[src/rtl/nibble_serial_compare_ctrl.sv]
// -----------------------------------------------------------------------------
// nibble_serial_compare_ctrl
//
// Purpose:
//   Compares two WIDTH-bit unsigned operands with one shared 4-bit compare
//   step, one nibble per clock, most-significant nibble first. The operands
//   arrive on a start valid/ready handshake. A registered equal/less/greater
//   verdict is returned on a result valid/ready handshake.
//
// Optional feature (compile-time macro):
//   SERIAL_CMP_EARLY_EXIT_EN - when defined, RUN goes to DONE on the first
//   differing nibble, so latency depends on the data (1..NIB). When it is not
//   defined, all NIB nibbles are always stepped. The verdict is the same in
//   both builds; only the latency and `cycles` differ.
//
// Parameters:
//   WIDTH        operand width in bits; must be a multiple of 4 and >= 8
//
// Ports:
//   clk          in   rising-edge clock
//   rst_n        in   asynchronous active-low reset
//   en           in   enable; low freezes RUN and drops start_ready
//   start_valid  in   operands a/b valid
//   start_ready  out  high only in IDLE with en=1 (and reset released)
//   a, b         in   operands, captured on the start handshake
//   res_valid    out  verdict valid (DONE state)
//   res_ready    in   consumer accepts the verdict
//   e, l, g      out  A==B, A<B, A>B (registered, held until next verdict)
//   busy         out  high in RUN or DONE
//   cycles       out  number of nibble steps used for the verdict
// -----------------------------------------------------------------------------
module nibble_serial_compare_ctrl #(
  parameter int WIDTH = 32
) (
  input  logic                            clk,
  input  logic                            rst_n,
  input  logic                            en,
  input  logic                            start_valid,
  output logic                            start_ready,
  input  logic [WIDTH-1:0]                a,
  input  logic [WIDTH-1:0]                b,
  output logic                            res_valid,
  input  logic                            res_ready,
  output logic                            e,
  output logic                            l,
  output logic                            g,
  output logic                            busy,
  output logic [$clog2(WIDTH/4+1)-1:0]    cycles
);

  localparam int NIB = WIDTH / 4;
  localparam int CW  = $clog2(NIB + 1);
  localparam int IW  = (NIB > 1) ? $clog2(NIB) : 1;

  localparam logic [1:0] S_IDLE = 2'd0;
  localparam logic [1:0] S_RUN  = 2'd1;
  localparam logic [1:0] S_DONE = 2'd2;

  // Unsigned nibble compare: returns {x>y, x<y}.
  function automatic logic [1:0] nib_cmp(input logic [3:0] x, input logic [3:0] y);
    nib_cmp = {(x > y), (x < y)};
  endfunction

  logic [1:0]       r_state;
  logic [WIDTH-1:0] r_a;
  logic [WIDTH-1:0] r_b;
  logic [IW-1:0]    r_idx;
  logic [CW-1:0]    r_cnt;
  logic             r_decided;
  logic             r_g_pend;
  logic             r_l_pend;
  logic             r_e;
  logic             r_l;
  logic             r_g;
  logic [CW-1:0]    r_cycles;

  logic [3:0]       w_nib_a;
  logic [3:0]       w_nib_b;
  logic [1:0]       w_cmp;
  logic             w_diff;
  logic             w_dec_now;
  logic             w_g_now;
  logic             w_l_now;
  logic             w_last;
  logic [CW-1:0]    w_cnt_nxt;
  logic             w_start_ready;
  logic             w_accept;

  // Nibble select as an explicit mux over the NIB positions, so only the
  // selected 4 bits of each operand register feed the shared comparator.
  always_comb begin
    w_nib_a = 4'd0;
    w_nib_b = 4'd0;
    for (int k = 0; k < NIB; k++) begin
      if (r_idx == IW'(k)) begin
        w_nib_a = r_a[4*k +: 4];
        w_nib_b = r_b[4*k +: 4];
      end
    end
  end

  assign w_cmp     = nib_cmp(w_nib_a, w_nib_b);
  assign w_diff    = w_cmp[1] | w_cmp[0];
  assign w_cnt_nxt = r_cnt + CW'(1);

  // A decision latched on an earlier (more significant) nibble always wins
  // over whatever the current nibble says.
  assign w_dec_now = r_decided | w_diff;
  assign w_g_now   = r_decided ? r_g_pend : w_cmp[1];
  assign w_l_now   = r_decided ? r_l_pend : w_cmp[0];

`ifdef SERIAL_CMP_EARLY_EXIT_EN
  // The first difference settles the verdict, so stop right there.
  assign w_last = (r_idx == '0) | (w_diff & ~r_decided);
`else
  assign w_last = (r_idx == '0);
`endif

  // start_ready is forced low while reset is held, independent of en.
  assign w_start_ready = (r_state == S_IDLE) & en & rst_n;
  assign w_accept      = start_valid & w_start_ready;

  assign start_ready = w_start_ready;
  assign res_valid   = (r_state == S_DONE);
  assign busy        = (r_state == S_RUN) | (r_state == S_DONE);
  assign e           = r_e;
  assign l           = r_l;
  assign g           = r_g;
  assign cycles      = r_cycles;

  always_ff @(posedge clk or negedge rst_n) begin
    if (!rst_n) begin
      r_state   <= S_IDLE;
      r_a       <= '0;
      r_b       <= '0;
      r_idx     <= '0;
      r_cnt     <= '0;
      r_decided <= 1'b0;
      r_g_pend  <= 1'b0;
      r_l_pend  <= 1'b0;
      r_e       <= 1'b0;
      r_l       <= 1'b0;
      r_g       <= 1'b0;
      r_cycles  <= '0;
    end else begin
      case (r_state)
        S_IDLE: begin
          if (w_accept) begin
            r_a       <= a;
            r_b       <= b;
            r_idx     <= IW'(NIB - 1);
            r_cnt     <= '0;
            r_decided <= 1'b0;
            r_g_pend  <= 1'b0;
            r_l_pend  <= 1'b0;
            r_state   <= S_RUN;
          end
        end

        S_RUN: begin
          // With en low every RUN register simply holds.
          if (en) begin
            r_cnt <= w_cnt_nxt;
            if (!r_decided && w_diff) begin
              r_decided <= 1'b1;
              r_g_pend  <= w_cmp[1];
              r_l_pend  <= w_cmp[0];
            end
            if (w_last) begin
              // Output registers are only ever rewritten here, on DONE entry.
              r_state  <= S_DONE;
              r_e      <= ~w_dec_now;
              r_g      <= w_g_now;
              r_l      <= w_l_now;
              r_cycles <= w_cnt_nxt;
            end else begin
              r_idx <= r_idx - IW'(1);
            end
          end
        end

        S_DONE: begin
          if (res_ready) begin
            r_state <= S_IDLE;
          end
        end

        default: begin
          r_state <= S_IDLE;
        end
      endcase
    end
  end

endmodule

[config.mk]
export PLATFORM = sky130hd
export DESIGN_NAME = nibble_serial_compare_ctrl
export DESIGN_NICKNAME = d
export VERILOG_FILES = /design/src/rtl/nibble_serial_compare_ctrl.sv
export SDC_FILE = /design/constraint.sdc
export NUM_CORES = 1
export LEC_CHECK = 0
export ABC_CLOCK_PERIOD_IN_PS = 8220
export CAP_MARGIN = 40
export CORE_MARGIN = 3
export CORE_UTILIZATION = 57
export DETAILED_ROUTE_END_ITERATION = 12
export PLACE_DENSITY = 0.85
export SLEW_MARGIN = 0
export SYNTH_ARGS = -nofsm -noshare
export SYNTH_HDL_FRONTEND = slang
export SYNTH_SLANG_ARGS = --single-unit
[constraint.sdc]
create_clock -name clk -period 8.22 [get_ports clk]
set_input_delay 0.822 -clock clk [delete_from_list [all_inputs] [get_ports clk]]
set_output_delay 0.822 -clock clk [all_outputs]
set_load 0.01 [all_outputs]
==> metrics <==
Initial Util=60.7%; most frequent cells in the layout=dfrtp_1, clkdlybuf4s50_1, mux2_4, mux2_2, a21oi_1; Leak=2.40 nW; CTS tree=done; first-pass GRT wire length=15400 um; Core Area=0.00702 mm2; via count=3038; Final Total Pwr=2.01 mW; crit share post-route=39.3%; CP peak stage delay=0.80 ns; Rows=30; r2r setup slk=4.99 ns; Overall Global Routing Usage=22.8%; YS warnings=0; initial antenna violation count=0; share of cells above drive strength 1=22.3%; H-tree depth=3; chip height=92.5 um; WP data arrival=3.48 ns; Crit. End Element=flip-flop; via-per-instance ratio=5.76; # Post-CTS Setup Buffers=0; num ports=79; setup violators final=0; register area=0.00208 mm2; Crit path required time=8.47 ns; slowest CP cell=dfrtp_1; Max transition margin=52.9%; DRC=0; Yosys reg bits=83; nets=508; fillers=449; maxcap violations=0; fmax=0.309 GHz; setup TNS=0 ns; CTS max path bufs=2; syn_nets=437; sequential-to-total area share from yosys stat=48.7%; die width=92.5 um; Hold WC Path Type=input pin to async pin; Power Dens Cells=376 mW/mm2; slew of the pin with the lowest slew margin=0.706 ns; min Tclk post-route=3.23 ns; Yosys cell types=37; post-DP HPWL=6390 um; Antenna Violating Nets Remaining=0; Hold Buf Count CTS=0; DR WL/cell=17.4 um; vias in the first global route=3115; Multi-input gate area=0.00202 mm2; Crit Path Max Fanout=17; Worst setup SP type=flip-flop; pin count of the biggest net entering global routing=49; port bufs=78; CTS clock-pin slew for the worst setup and hold paths=0.09 ns; CTS sink count=83; die area=0.00855 mm2; reg2reg path depth=7; Synth Cell Area=0.00426 mm2; max-slew violation total from the final report=0; Area Overhead vs Synth=25.7%; DR iter-0 viols=221; clock skew=0.0129 ns; Root Buffer=clkbuf_8; most common cell after layout, fill and taps aside=dfrtp_1; final WL=9170 um; Synth Instances=355; grt ovf=0; ant diodes=0; Post-CTS Resized=0; CP dominant cell by count=a32o_1; Mean Syn Cell Area=12.0 um2; Placer Congestion=0.825; TritonCTS buffer count=9; Clk Latency, worst-skew pair=0.36 ns; hold_ws=0.429 ns; final hold vios=0; RSZ-0062 raised after global routing=no; DR pass1 iterations=4; outcome=completed; maximum vdd drop=0.184 mV; CP Cell Sequence=nor2b_1 -> a32o_1 -> a21oi_1 -> ha_1 -> o41ai_1 -> o211ai_1 -> a32o_1; Crit Path Class=flip-flop to flip-flop
logic make-up after synthesis:
kind of cell,after synthesis,share of synthesized area [%]
AOI/OAI and AO/OA,86,12.3
adders and majority gates,13,3.82
buffers and inverters,31,3.88
DFF,83,48.7
muxes,73,22.6
and+or+nand+nor,69,8.69
cell usage after synthesis (all sizes together):
master    n  area (um2)
a211o     1        8.76
a21bo     1        10.0
a21oi    33         165
a22o      2        17.5
a31oi     6        37.5
a32o      5        50.1
a32oi     4        35.0
and2      2        12.5
and3      1        6.26
and3b     4        35.0
and4      2        17.5
buf      16         109
clkbuf    7        26.3
dfrtp    83        2080
ha       13         163
inv       8        30.0
mux2     72         953
mux2i     1        10.0
nand2    25        93.8
nand2b   12        75.1
nand3     5        25.0
nand3b    6        45.0
nand4     1        6.26
nor2      6        22.5
nor2b     4        25.0
o211ai    3        22.5
o21ai    23         115
o22ai     1        6.26
o2bb2ai   1        8.76
o31ai     5        37.5
o41ai     1        8.76
or2       1        6.26
sequential cells by signal, indices dropped and copies added, names as in the netlist:
name	flops
r_state	2
r_b	32
r_decided	1
l	1
r_a	32
r_cnt	4
r_l_pend	1
g	1
r_g_pend	1
cycles	4
r_idx	3
e	1
report_power, final:
part           internal, mW  total (mW)  leakage (nW)  switching, mW
logic                 0.491       0.905          1.27          0.414
clock network         0.211       0.361         0.123          0.151
registers             0.609       0.748          1.00          0.139
worst max-delay path, delay by kind of cell (launching register included):
family	cells	cell delay [ns]
AO/OA/AOI/OAI	5	1.48
flip-flops	1	0.80
AND/OR/NAND/NOR	1	0.63
adder cells (fa/ha/maj)	1	0.22
per-layer routing:
metal | up-vias | GRT usage, % | share of wire [%] | wire length [um]
met1 | 1508 | 28.5 | 42 | 3840
met3 | 14 | 4.39 | 5.8 | 533
met5 | - | 0 | 0 | 0
met4 | 0 | 8.29 | 1.7 | 159
li1 | 1420 | - | - | -
met2 | 96 | 39.4 | 51 | 4640
layout make-up:
cell class / instances / share of cell area [%]
multi-input cells: 241 / 37.7
well taps: 96 / 2.24
inverters: 8 / 0.560
clock inverters: 6 / 2.08
repair buffers: 83 / 16.1
flip-flops and latches: 83 / 38.8
clock buffers: 10 / 2.57
metrics by stage:
stage	area [um2]	setup WS (ns)	util, %	std cells
6_report	5360	4.99	76.3	527
5_1_grt	5360	4.71	76.3	527
4_1_cts	5340	4.74	76.1	526
3_5_place_dp	5090	4.81	72.6	510
3_3_place_gp	5030	4.94	71.7	507
2_1_floorplan	4260	5.57	-	355
final timing paths:
| check | from | end |
|---|---|---|
| worst max-delay path | r_idx[2]$_DFFE_PN0P_ | r_l_pend$_DFFE_PN0P_ |
| worst min-delay path | rst_n | l$_DFFE_PN0P_ |
| worst max register to register | r_idx[2]$_DFFE_PN0P_ | r_l_pend$_DFFE_PN0P_ |
| worst min register to register | cycles[0]$_DFFE_PN0P_ | cycles[0]$_DFFE_PN0P_ |
| max in group asynchronous | rst_n | r_a[11]$_DFFE_PN0P_ |
| min in group clk | cycles[0]$_DFFE_PN0P_ | cycles[0]$_DFFE_PN0P_ |
Power figures use the tool's default switching activity.
